[src/rtl/rr_arb_pkg.sv]
// Shared constants, mode encoding and the one-hot-to-index helper
// for the round-robin arbiter.
package rr_arb_pkg;

  localparam int DEF_N        = 4;
  localparam int DEF_MAX_HOLD = 4;

  typedef enum logic [1:0] {
    MODE_FREEZE,
    MODE_HOLD,
    MODE_PICK,
    MODE_IDLE
  } arb_mode_e;

  // OR-reduction encoder: exact for one-hot input, 0 for all-zero input.
  function automatic logic [4:0] onehot_to_idx(input logic [31:0] oh);
    logic [4:0] idx;
    idx = '0;
    for (int i = 0; i < 32; i++) begin
      if (oh[i]) idx = idx | 5'(i);
    end
    return idx;
  endfunction

endpackage

[src/rtl/rr_prio_pick.sv]
// Combinational rotating priority encoder: first set bit of req searched
// from ptr upward, wrapping modulo N.
module rr_prio_pick #(
  parameter int N   = 4,
  parameter int IDW = $clog2(N)
) (
  input  logic [N-1:0]   req,
  input  logic [IDW-1:0] ptr,
  output logic           found,
  output logic [IDW-1:0] idx
);

  logic [N-1:0]   w_rot;
  logic [IDW-1:0] w_cand [N];

  // Slot gi of the rotated view holds requestor (ptr + gi) mod N.
  generate
    for (genvar gi = 0; gi < N; gi++) begin : g_rot
      assign w_cand[gi] = IDW'((32'(ptr) + 32'(gi)) % 32'(N));
      assign w_rot[gi]  = req[w_cand[gi]];
    end
  endgenerate

  // Scan downward so the lowest rotated slot is the last (winning) write.
  always_comb begin
    found = |w_rot;
    idx   = '0;
    for (int k = N - 1; k >= 0; k--) begin
      if (w_rot[k]) idx = w_cand[k];
    end
  end

endmodule

[src/rtl/rr_arb_param.sv]
// Round-robin arbiter with bounded hold: registered one-hot grant,
// rotating priority pointer and per-owner hold counter.
module rr_arb_param
  import rr_arb_pkg::*;
#(
  parameter int N        = DEF_N,
  parameter int MAX_HOLD = DEF_MAX_HOLD,
  parameter int IDW      = $clog2(N)
) (
  input  logic           clk,
  input  logic           rst,
  input  logic           en,
  input  logic [N-1:0]   req,
  output logic [N-1:0]   gnt,
  output logic           gnt_valid,
  output logic [IDW-1:0] gnt_id
);

  localparam int HCW = $clog2(MAX_HOLD + 1);
  localparam logic [HCW-1:0] HOLD_LAST = HCW'(MAX_HOLD - 1);
  localparam logic [IDW-1:0] IDX_LAST  = IDW'(N - 1);

  logic [N-1:0]   r_gnt,       w_gnt_next;
  logic           r_gnt_valid, w_gnt_valid_next;
  logic [IDW-1:0] r_gnt_id,    w_gnt_id_next;
  logic [IDW-1:0] r_ptr,       w_ptr_next;
  logic [IDW-1:0] r_owner,     w_owner_next;
  logic           r_own_v,     w_own_v_next;
  logic [HCW-1:0] r_hcnt,      w_hcnt_next;

  logic           w_found;
  logic [IDW-1:0] w_idx;
  logic [N-1:0]   w_pick_oh;
  logic [IDW-1:0] w_pick_id;
  logic [IDW-1:0] w_pick_ptr;
  arb_mode_e      w_mode;

  rr_prio_pick #(
    .N   (N),
    .IDW (IDW)
  ) u_pick (
    .req   (req),
    .ptr   (r_ptr),
    .found (w_found),
    .idx   (w_idx)
  );

  assign w_pick_oh  = N'(1) << w_idx;
  assign w_pick_id  = IDW'(onehot_to_idx(32'(w_pick_oh)));
  assign w_pick_ptr = (w_idx == IDX_LAST) ? '0 : w_idx + IDW'(1);

  // With MAX_HOLD = 1, HOLD_LAST is 0 and HOLD can never be selected.
  always_comb begin
    w_mode = MODE_IDLE;
    if (!en)
      w_mode = MODE_FREEZE;
    else if (r_own_v && req[r_owner] && (r_hcnt < HOLD_LAST))
      w_mode = MODE_HOLD;
    else if (w_found)
      w_mode = MODE_PICK;
  end

  always_comb begin
    w_gnt_next       = r_gnt;
    w_gnt_valid_next = r_gnt_valid;
    w_gnt_id_next    = r_gnt_id;
    w_ptr_next       = r_ptr;
    w_owner_next     = r_owner;
    w_own_v_next     = r_own_v;
    w_hcnt_next      = r_hcnt;
    case (w_mode)
      MODE_HOLD: begin
        w_hcnt_next = r_hcnt + HCW'(1);
      end
      MODE_PICK: begin
        w_gnt_next       = w_pick_oh;
        w_gnt_valid_next = 1'b1;
        w_gnt_id_next    = w_pick_id;
        w_owner_next     = w_idx;
        w_own_v_next     = 1'b1;
        w_hcnt_next      = '0;
        w_ptr_next       = w_pick_ptr;
      end
      MODE_IDLE: begin
        w_gnt_next       = '0;
        w_gnt_valid_next = 1'b0;
        w_gnt_id_next    = '0;
        w_owner_next     = '0;
        w_own_v_next     = 1'b0;
        w_hcnt_next      = '0;
      end
      default: ;
    endcase
  end

  always_ff @(posedge clk) begin
    if (rst) begin
      r_gnt       <= '0;
      r_gnt_valid <= 1'b0;
      r_gnt_id    <= '0;
      r_ptr       <= '0;
      r_owner     <= '0;
      r_own_v     <= 1'b0;
      r_hcnt      <= '0;
    end else begin
      r_gnt       <= w_gnt_next;
      r_gnt_valid <= w_gnt_valid_next;
      r_gnt_id    <= w_gnt_id_next;
      r_ptr       <= w_ptr_next;
      r_owner     <= w_owner_next;
      r_own_v     <= w_own_v_next;
      r_hcnt      <= w_hcnt_next;
    end
  end

  assign gnt       = r_gnt;
  assign gnt_valid = r_gnt_valid;
  assign gnt_id    = r_gnt_id;

endmodule
[config.mk]
export PLATFORM = sky130hd
export DESIGN_NAME = rr_arb_param
export DESIGN_NICKNAME = d
export VERILOG_FILES = /design/src/rtl/rr_arb_pkg.sv /design/src/rtl/rr_prio_pick.sv /design/src/rtl/rr_arb_param.sv
export SDC_FILE = /design/constraint.sdc
export NUM_CORES = 1
export LEC_CHECK = 0
export ABC_AREA = 0
export CAP_MARGIN = 20
export CELL_PAD_IN_SITES_DETAIL_PLACEMENT = 2
export CELL_PAD_IN_SITES_GLOBAL_PLACEMENT = 2
export CORE_MARGIN = 3
export CORE_UTILIZATION = 32
export DETAILED_ROUTE_END_ITERATION = 6
export GPL_TIMING_DRIVEN = 0
export PLACE_DENSITY = 0.86
export SYNTH_ARGS = -nofsm -noshare
export SYNTH_HDL_FRONTEND = slang
export SYNTH_SLANG_ARGS = --single-unit
[constraint.sdc]
create_clock -name clk -period 5.05 [get_ports clk]
set_clock_uncertainty 0.2 [all_clocks]
set_input_delay 0.505 -clock clk [delete_from_list [all_inputs] [get_ports clk]]
set_output_delay 0.505 -clock clk [all_outputs]
set_load 0.05 [all_outputs]
* Word-level counts from Yosys, hierarchy flattened
Cells that the tools add are included.
Word-level totals: register bits after elaboration 14, input bits 7, output and inout port bits 7, logic and storage cells 54
Operators by class: $add $sub $neg 5, magnitude comparators 6, equality and inequality tests 4, shifts and indexed selects 1, muxes and demuxes 26, reduce and logical (&&, ||, !) cells 6
Operator list (count):
- 2-to-1 mux 2 bit | 9
- < comparator 2 x 3 -> 1 bit (second input constant) | 5
- binary-select mux 1 bit (select 2 bit) | 5
- case mux 2 bit (2 select lines) | 2
- case mux 4 bit (2 select lines) | 1
- 2-to-1 mux 1 bit | 7
- == test 2 bit (second input constant) | 3
- case mux 3 bit (2 select lines) | 1
- adder 2 x 1 -> 2 bit (second input constant) | 2
- adder 2 bit (second input constant) | 2
- nonzero test 2 bit | 2
- OR reduction 4 bit | 1
- << shifter 1 x 2 -> 4 bit (first input constant) | 1
- adder 3 x 1 -> 3 bit (second input constant) | 1
- < comparator 3 x 2 -> 1 bit (second input constant) | 1
- == test 2 x 1 -> 1 bit (second input constant) | 1
- logical AND 1 bit | 2
- case mux 1 bit (2 select lines) | 1
- OR reduction 2 bit | 1

* Longest topological paths before layout
Gate-level depths: netlist (run 1).
word-level depth 12, gate-level depth with buffers 7, mapped depth without buffers 7

* Cells and area by module
Synthesis (run 1) repeated with hierarchy kept, for this count alone.
Second synthesis, totals: cell total of the unflattened synthesis 85, area total of the unflattened synthesis 718.2 um^2
By module, submodules not included:
- rr_arb_param | times used 1, cells each 72, area each 640.6 um^2, sequential area each 280.3 um^2
- rr_prio_pick | times used 1, cells each 13, area each 77.6 um^2, sequential area each 0.0 um^2

* Worst setup path after synthesis (run 1)
Ideal clock, no wire load.
path type input -> register, from input port req[3], to register r_gnt_id[1], in the netlist gnt_id[1], setup time 0.117 ns, arrival time 1.808 ns, required time 4.733 ns, setup slack 2.925 ns, stages on the path 7, buffers on the path 0, cell sequence inv_1 > and3_1 > nor3_1 > inv_1 > ha_1 > or2_2 > a22o_1
On the way: word-level cells in the longest chain between the ends 10, elaborated cells between the ends (all ways) 27, those cells by class eq/ne (2); shift (1); mux (20); reduce/logical (4)
RTL lines:
- from (decl) | line rr_arb_param.sv:13 | input logic [N-1:0] req,
- binary-select mux 1 bit (select 2 bit) | line rr_prio_pick.sv:20 | assign w_rot[gi] = req[w_cand[gi]];
- 2-to-1 mux 1 bit (not written as such) | line rr_prio_pick.sv:20
- 2-to-1 mux 2 bit (4 in series) | line rr_prio_pick.sv:29 | if (w_rot[k]) idx = w_cand[k];
- << shifter 1 x 2 -> 4 bit | line rr_arb_param.sv:48 | assign w_pick_oh = N'(1) << w_idx;
- 2-to-1 mux 2 bit (2 in series) | line rr_arb_pkg.sv:20 | if (oh[i]) idx = idx | 5'(i);
- case mux 2 bit (2 select lines) | line rr_arb_param.sv:71 | case (w_mode)
- to (signal assigned) | line rr_arb_param.sv:108 | r_gnt_id <= w_gnt_id_next;
- to (decl) | line rr_arb_param.sv:25 | logic [IDW-1:0] r_gnt_id, w_gnt_id_next;
Parallel ways exist; a longest one is shown, timed or not. The select of a mux whose other input is x is not followed. A chain may end at the register's enable or synchronous reset.

* Final worst setup path (run 1)
Ends and elaborated chain as after synthesis.

==> impl_metrics.yaml, run 1 <==
clock_tree:
  cts.clk_slew.worst_paths_ps: 80
  htreeDepth: 1
  cts_buffers: 3
  postCtsSetupBuffers: 0
  clk_path_buf_depth: 2
  cts_root_buffer: "clkbuf_4"
  worst_skew_pair.late_latency_ps: 280
  cts_sinks: 13
  cts_resized: 0
  holdBufCountCts: 0
  cts_tree: "done"
setup_path:
  crit_start: "req[3]"
  cp.arrival_ps: 2660
  r2r_cells: 7
  path_max_fanout: 4
  end_kind: "flip-flop"
  worst_ep_required_time_ps: 5020
  cp-start-kind: "input port"
  r2r-start: "r_ptr[1]$_SDFFE_PP0N_"
  r2r_end: "gnt_id[1]$_SDFFE_PP0P_"
  crit_type: "input port to flip-flop"
  r2r_slack_ps: 2660
pwr:
  p_leak_nw: 0.3649
  internal_power_uw: 188.7
  p_comb_share_pct: 35.4
  p_per_area_nw_per_um2: 336.4
  ir_drop_v: 0.0001714
  total_power_uw: 294.6
  switching_share_pct: 35.95
  power.switching_uw: 105.9
  p_clk_share_pct: 22.1
  share_seq_of_total_power_pct: 42.5
final_layout:
  nNetsFinal: 100
  multi_input_area_um2: 386.6
  n_antenna_cell: 0
  n_fill_cell: 228
  area.sequential_um2: 260.3
  drive_gt1_share_pct: 12.64
  areaGrowthSynthToFinish_pct: 27.74
  fin_cells: 114
job:
  max-cap-violations: 0
drt:
  drt_first_pass_iters: 4
  vias: 589
  antenna_left: 0
  viasPerCell: 5.167
  wirelength_um: 1693
  wl_per_cell_um: 14.85
  drc: 0
  drt_iter0_markers: 5
grt:
  overflow: 0
  grt_pass1_wl_um: 2932
  antenna_found_initial: 0
  grt_usage_pct: 14.56
  grt_max_degree: 9
  grt_pass1_vias: 604
sta:
  fin_tns_setup_ps: 0
  rsz0062_at_grt: "no"
  setup_slack_ps: 2363
  worst_pin_slew_ps: 577.9
  final_max_slew_viol_count: 0
  period_share_pct: 53.21
  setup_viol: 0
  finalHoldViolCount: 0
  fin_crit_ps: 2687
  maxSlewHeadroom_pct: 61.18
  fmax_ghz: 0.3722
synth:
  ys_types: 28
  synth.top_cells.by_area: "dfxtp_1 38%, ha_1 9.1%, a22o_1 8.9%, mux2i_1 7.3%, a311oi_4 3.8%"
  synth_top_area_share_pct: 37.96
  synth_fa_ha_area_share_pct: 9.124
  synth_flop_cell: "dfxtp_1"
  ys_seq_area_share_pct: 37.96
  postSynth.asyncResetShare_pct: 0
  synthMuxAreaShare_pct: 8.942
  syn-mean-instance-area_um2: 9.795
  synth_compound_area_share_pct: 21.72
  synth-xor-area-share_pct: 2.555
  yosysTopAreaCell: "dfxtp_1"
  synthSimpleGateAreaFrac_pct: 14.05
  synth_top_family_by_area: "compound AO/OA/AOI/OAI gates"
  synth-edff-count: 0
  synth_area_um2: 685.7
  synthCells: 70
  ys_ff_latch: 13
  ys_warn_count: 0
  syn_nets: 82
min_path:
  min_to: "r_ptr[0]$_SDFFE_PP0N_"
  holdPathStages: 2
  hp-start: "r_ptr[0]$_SDFFE_PP0N_"
  worstHoldPathType: "flip-flop to flip-flop"
floorplan:
  initial_core_util_pct: 34.25
  die_area_um2: 2734
  core_um2: 2002
  pin_count: 14
  die_y_um: 52.29
  die_x_um: 52.29
  rows: 16
placed_design:
  hpwl_um: 1313
  pre_cts_ws_ps: 2122
  dpl.cell_count: 110
  place_congestion: 0.6961
  io_buffers: 13
run_status:
  status: "finished clean"
## per-stage QoR
| step | util [%] | area, µm² | hold WS [ps] |
|---|---|---|---|
| floorplan | - | 685.7 | 248.2 |
| global placement | 42.44 | 849.6 | 259.2 |
| detailed placement | 42.44 | 849.6 | 258.1 |
| CTS | 43.75 | 875.8 | 285.3 |
| global route | 43.75 | 875.8 | 301.7 |
| finish | 43.75 | 875.8 | 284.7 |
## power by group through the flow
stage               Combinational (mW)  Clock, mW  Sequential (mW)
floorplan                       0.0516          0            0.145
detailed placement               0.104          0            0.128
global route                     0.115     0.0716            0.127
global placement                 0.102          0            0.127
finish                           0.104     0.0652            0.125
CTS                              0.106     0.0676            0.125
## how the worst max path moves through the flow
stage | end | cells after the start
4_1_cts | gnt_id[1]$_SDFFE_PP0P_ | 8
2_1_floorplan | gnt_id[1]$_SDFFE_PP0P_ | 7
5_1_grt | gnt_id[1]$_SDFFE_PP0P_ | 8
3_3_place_gp | gnt_id[1]$_SDFFE_PP0P_ | 8
3_5_place_dp | gnt_id[1]$_SDFFE_PP0P_ | 8
6_report | gnt_id[1]$_SDFFE_PP0P_ | 8
## flip-flops by register name, summed over array words and instances (netlist names)
signal and flops:
gnt_id 1, r_owner 2, r_hcnt 3, r_own_v 1, gnt 4, r_ptr 2
## kinds of logic after synthesis
family	count (synthesis)
adder cells (fa/ha/maj)	5
buffers and inverters	9
AO/OA/AOI/OAI	17
multiplexers	6
flip-flops	13
AND/OR/NAND/NOR	18
XOR/XNOR	2
## routing by layer
| metal | vias up | part of all wire [%] | track usage (%) |
|---|---|---|---|
| met5 | - | 0 | 0 |
| met4 | 0 | 1.9 | 7.660 |
| met3 | 5 | 4.2 | 2.279 |
| met2 | 16 | 49 | 22.73 |
| met1 | 284 | 45 | 19.03 |
| li1 | 284 | - | - |
## cells in the final DEF, fill, tap and decap left out, types with 2 or more instances in the layout
cell / count
ha_1: 5
xnor2_1: 2
inv_1: 7
nand2_1: 5
a21oi_1: 3
a22o_1: 7
clkbuf_4: 3
nor2_1: 4
clkdlybuf4s50_1: 13
mux2i_1: 5
dfxtp_1: 13
## cell usage after synthesis (2+ instances only)
library cell	n
dfxtp_1	13
a22o_1	7
inv_1	7
ha_1	5
mux2i_1	5
nand2_1	5
nor2_1	4
a21oi_1	3
xnor2_1	2
## worst max-delay path: stages
cell             delay (ps)
clkdlybuf4s50_1         530
inv_1                    60
and3_1                  190
nor3_1                  500
inv_1                   150
ha_1                    240
or2_2                   300
a22o_1                  180
## cell type report
type / count / share of cell area, %
Buffer: 2 / 1.429
Tap cell: 27 / 3.857
Sequential cell: 13 / 29.71
Timing Repair Buffer: 13 / 14.86
Clock buffer: 4 / 3.000
Inverter: 7 / 3.000
Multi-Input combinational cell: 48 / 44.14
Power figures use the tool's default switching activity.
==> inputs of run 2 (changes only) <==
CORE_UTILIZATION = 27   (was 32)
PLACE_DENSITY = 0.78   (was 0.86)
clock period = 2.45 ns   (was 5.05 ns; I/O delays follow)
==> impl_metrics.yaml, run 2 (same netlist as run 1, synthesis figures left out) <==
clock_tree:
  cts_root_buffer: "clkbuf_4"
  htreeDepth: 1
  clk_path_buf_depth: 2
  worst_skew_pair.late_latency_ps: 280
  cts_buffers: 3
  cts.clk_slew.worst_paths_ps: 80
  cts_sinks: 13
  cts_tree: "done"
grt:
  grt_max_degree: 9
  antenna_found_initial: 0
  overflow: 0
  grt_usage_pct: 13.00
  grt_pass1_vias: 665
  grt_pass1_wl_um: 3153
sta:
  rsz0062_at_grt: "no"
  fmax_ghz: 0.4460
  worst_pin_slew_ps: 611.1
  setup_slack_ps: 207.9
  period_share_pct: 91.52
  setup_viol: 0
  finalHoldViolCount: 0
  fin_crit_ps: 2242
  maxSlewHeadroom_pct: 58.88
  final_max_slew_viol_count: 0
floorplan:
  initial_core_util_pct: 29.57
  die_area_um2: 3180
  core_um2: 2318
  pin_count: 14
  die_x_um: 56.40
  rows: 17
  die_y_um: 56.40
setup_path:
  cp-start-kind: "input port"
  cp.arrival_ps: 2220
  worst_ep_required_time_ps: 2430
  crit_family: "simple AND/OR/NAND/NOR gates"
  crit_type: "input port to flip-flop"
  end_kind: "flip-flop"
  path_cells: "clkdlybuf4s50_1, inv_1, and3_1, nor3_2, inv_1, ha_1, or2_2, a22o_1"
  slowest_stage: "clkdlybuf4s50_1"
  path_max_fanout: 4
  cpPeakStageDelay_ps: 530
  cpMostUsedCell: "inv_1"
  critPathBufInv: 3
pwr:
  p_leak_nw: 0.3667
  p_per_area_nw_per_um2: 698.6
  ir_drop_v: 0.0003086
run_status:
  status: "finished clean"
drt:
  vias: 592
  drt_iter0_markers: 14
  wl_per_cell_um: 15.78
  viasPerCell: 5.148
  drc: 0
  drt_first_pass_iters: 4
  wirelength_um: 1815
  antenna_left: 0
final_layout:
  final_cell_area_um2: 882.1
  area.sequential_um2: 260.3
  areaGrowthSynthToFinish_pct: 28.65
  n_fill_cell: 264
  fin_cells: 115
  final_cell_mix: "13 x dfxtp_1, 13 x clkdlybuf4s50_1, 7 x inv_1, 7 x a22o_1"
  n_antenna_cell: 0
  multi_input_area_um2: 391.6
  largest_reg_flops: 4
  nNetsFinal: 100
  drive_gt1_share_pct: 13.79
placed_design:
  place_congestion: 0.6844
  pre_cts_ws_ps: -298.6
  dpl.cell_count: 111
  placed_area_um2: 850.8
  io_buffers: 13
  hpwl_um: 1458
job:
  max-cap-violations: 0
min_path:
  worstHoldPathType: "flip-flop to flip-flop"
==> run 2: cell counts in the layout (fill, tap and decap cells not counted) <==
No cell type changed its count.
==> run 2: final timing paths <==
path                         start                     end  slack, ps  cells after the start
max                         req[3]  gnt_id[1]$_SDFFE_PP0P_        210                      8
min            gnt[1]$_SDFFE_PP0P_     gnt[1]$_SDFFE_PP0P_        280                      1
max reg2reg  r_ptr[1]$_SDFFE_PP0N_  gnt_id[1]$_SDFFE_PP0P_        240                      7
min reg2reg    gnt[1]$_SDFFE_PP0P_     gnt[1]$_SDFFE_PP0P_        280                      1
==> run 2: metrics by stage <==
stage / power (mW) / TNS [ps] / hold slack (ps) / util [%]
2_1_floorplan: 0.4054 / 0 / 181.8 / -
3_3_place_gp: 0.4709 / -196.7 / 260.5 / 36.70
3_5_place_dp: 0.4843 / -423.1 / 264.1 / 36.70
4_1_cts: 0.6283 / 0 / 288.3 / 38.05
5_1_grt: 0.6623 / 0 / 319.2 / 38.05
6_report: 0.6163 / 0 / 282.1 / 38.05
==> run 2: what timing repair did <==
action / 4_1_cts / 5_1_grt
setup endpoints to repair: 1 / 0
hold buffers: 0 / 0
gates resized for setup: 1 / 0
buffers inserted: 0 / 0
==> run 2: where the power goes <==
| group | leakage (nW) | internal, mW | switching, mW | total (mW) |
|---|---|---|---|---|
| combinational | 0.245 | 0.0913 | 0.128 | 0.219 |
| clock | 0.0150 | 0.0632 | 0.0752 | 0.138 |
| sequential | 0.106 | 0.236 | 0.0228 | 0.259 |
==> run 2: routing by layer <==
layer  global-route usage, %  share of wire [%]
met1                   15.08                 44
met2                   22.20                 50
met3                   2.529                3.1
met4                   7.119                2.3
met5                       0                  0
==> run 2: cell type report <==
cell class / count / area share [%]
inverter: 7 / 2.979
tap: 28 / 3.972
multi-input combinational: 48 / 44.40
clock buffer: 4 / 2.979
timing repair buffer: 13 / 14.75
buffer: 2 / 1.418
sequential: 13 / 29.50
==> run 2: worst reg2reg max path, stage by stage, from the launching register on <==
cell,delay (ps)
dfxtp_1,450
mux2i_1,230
nor2_1,90
nor3_2,320
inv_1,130
ha_1,230
or2_2,300
a22o_1,170
==> inputs of run 3 (changes only) <==
GPL_ROUTABILITY_DRIVEN = 0   (was unset)
SETUP_SLACK_MARGIN = 0.4   (was unset)
==> impl_metrics.yaml, run 3 (same netlist as run 1, synthesis figures left out) <==
run_status:
  status: "finished clean"
setup_path:
  path_max_fanout: 8
  cp-start-kind: "flip-flop"
  r2r-start: "r_owner[0]$_SDFFE_PP0P_"
  r2r_cells: 5
  crit_type: "flip-flop to flip-flop"
  end_kind: "flip-flop"
  r2r_slack_ps: 450
  crit_start: "r_owner[0]$_SDFFE_PP0P_"
  worst_ep_required_time_ps: 2430
  crit_path_end: "gnt_id[1]$_SDFFE_PP0P_"
  r2r_end: "gnt_id[1]$_SDFFE_PP0P_"
  cp.arrival_ps: 1990
drt:
  drt_first_pass_iters: 4
  vias: 615
  wirelength_um: 1972
  viasPerCell: 5.041
  drt_iter0_markers: 16
  met2_length_um: 1015
  wl_per_cell_um: 16.16
  met1Wirelength_um: 870
  antenna_left: 0
  wl_met3_um: 51
  drc: 0
  topRoutingLayerUsed: "met4"
clock_tree:
  cts_tree: "done"
  cts_buffers: 3
  holdBufCountCts: 0
  cts_root_buffer: "clkbuf_4"
  worst_skew_pair.late_latency_ps: 280
  htreeDepth: 1
  cts_sinks: 13
  clk_path_buf_depth: 2
  cts.clk_slew.worst_paths_ps: 90
sta:
  period_share_pct: 81.78
  fmax_ghz: 0.4991
  fin_crit_ps: 2004
  setup_viol: 0
  worst_pin_slew_ps: 609.9
  rsz0062_at_grt: "yes"
  final_max_slew_viol_count: 0
  finalHoldViolCount: 0
  maxSlewHeadroom_pct: 58.97
  holdWs_ps: 287.4
grt:
  grt_usage_pct: 13.19
  overflow: 0
  grt_max_degree: 9
  grt_pass1_wl_um: 3187
  antenna_found_initial: 0
  grt_pass1_vias: 680
min_path:
  worstHoldPathType: "flip-flop to flip-flop"
final_layout:
  largest_reg_flops: 4
  areaGrowthSynthToFinish_pct: 37.77
  drive_gt1_share_pct: 24.47
  nNetsFinal: 107
  final_cell_mix: "11 x dfxtp_1, 9 x buf_4, 9 x clkdlybuf4s50_1"
  final_core_util_pct: 40.74
  final_common_cell: "dfxtp_1"
  fin_cells: 122
  n_antenna_cell: 0
pwr:
  p_per_area_nw_per_um2: 691.8
  p_leak_nw: 0.4051
  ir_drop_v: 0.0004197
  total_power_uw: 653.5
placed_design:
  dpl.cell_count: 111
  io_buffers: 13
  hpwl_um: 1458
floorplan:
  pin_count: 14
  initial_core_util_pct: 29.57
  die_x_um: 56.40
  core_um2: 2318
  die_y_um: 56.40
  die_area_um2: 3180
  rows: 17
job:
  max-cap-violations: 0
[run 3: cell count changes in the layout (fill, tap and decap cells not counted), sizes merged]
| cell | previous run | this run |
|---|---|---|
| buf | 2 | 9 |
| dlygate4sd2 | 0 | 4 |
| clkdlybuf4s50 | 13 | 9 |
[run 3: repair_timing]
action,CTS,global route
endpoints found under the hold margin,0,0
setup buffers,4,3
setup endpoints to repair,10,2
gates resized for setup,8,5
gates cloned,0,0
pin swaps,2,2
[run 3: report_power, final]
| part | internal (mW) | switching (mW) |
|---|---|---|
| registers | 0.238 | 0.0225 |
| clock network | 0.0632 | 0.0779 |
| logic | 0.114 | 0.137 |
| total | 0.416 | 0.238 |
[run 3: per-stage QoR]
step,TNS (ps),cell area [µm²],setup slack [ps]
floorplan,0,685.7,428.2
global placement,-196.7,850.8,-196.7
detailed placement,-423.1,850.8,-298.6
CTS,0,912.1,408.0
global route,0,944.7,373.8
finish,0,944.7,446.3
[run 3: worst min path at each step]
stage	from	to	slack [ps]	cells after the start
6_report	r_ptr[0]$_SDFFE_PP0N_	r_ptr[0]$_SDFFE_PP0N_	290	2
5_1_grt	r_ptr[0]$_SDFFE_PP0N_	r_ptr[0]$_SDFFE_PP0N_	320	2
4_1_cts	gnt[1]$_SDFFE_PP0P_	gnt[1]$_SDFFE_PP0P_	290	1
3_5_place_dp	gnt[1]$_SDFFE_PP0P_	gnt[1]$_SDFFE_PP0P_	260	1
3_3_place_gp	gnt[0]$_SDFFE_PP0P_	gnt[0]$_SDFFE_PP0P_	260	1
2_1_floorplan	en	r_hcnt[0]$_SDFFE_PP0P_	180	2
[run 3: worst max-delay path: stages (launching register included)]
cell,delay (ps)
dfxtp_4,380
mux2_1,330
or3_4,370
and4_2,250
buf_4,160
a22o_1,220
[run 3: metal layers]
layer	up-vias	global-route usage, %
li1	299	-
met1	302	15.49
met2	10	22.37
met3	4	2.529
met4	0	7.119
met5	-	0
[run 3: cell type report]
cell class	instances	area, µm²
Sequential cell	13	267.8
Clock buffer	4	26.28
Inverter	7	26.28
Tap cell	28	35.03
Fill cell	264	1374
Buffer	2	15.01
Multi-Input combinational cell	48	396.6
Timing Repair Buffer	20	177.7
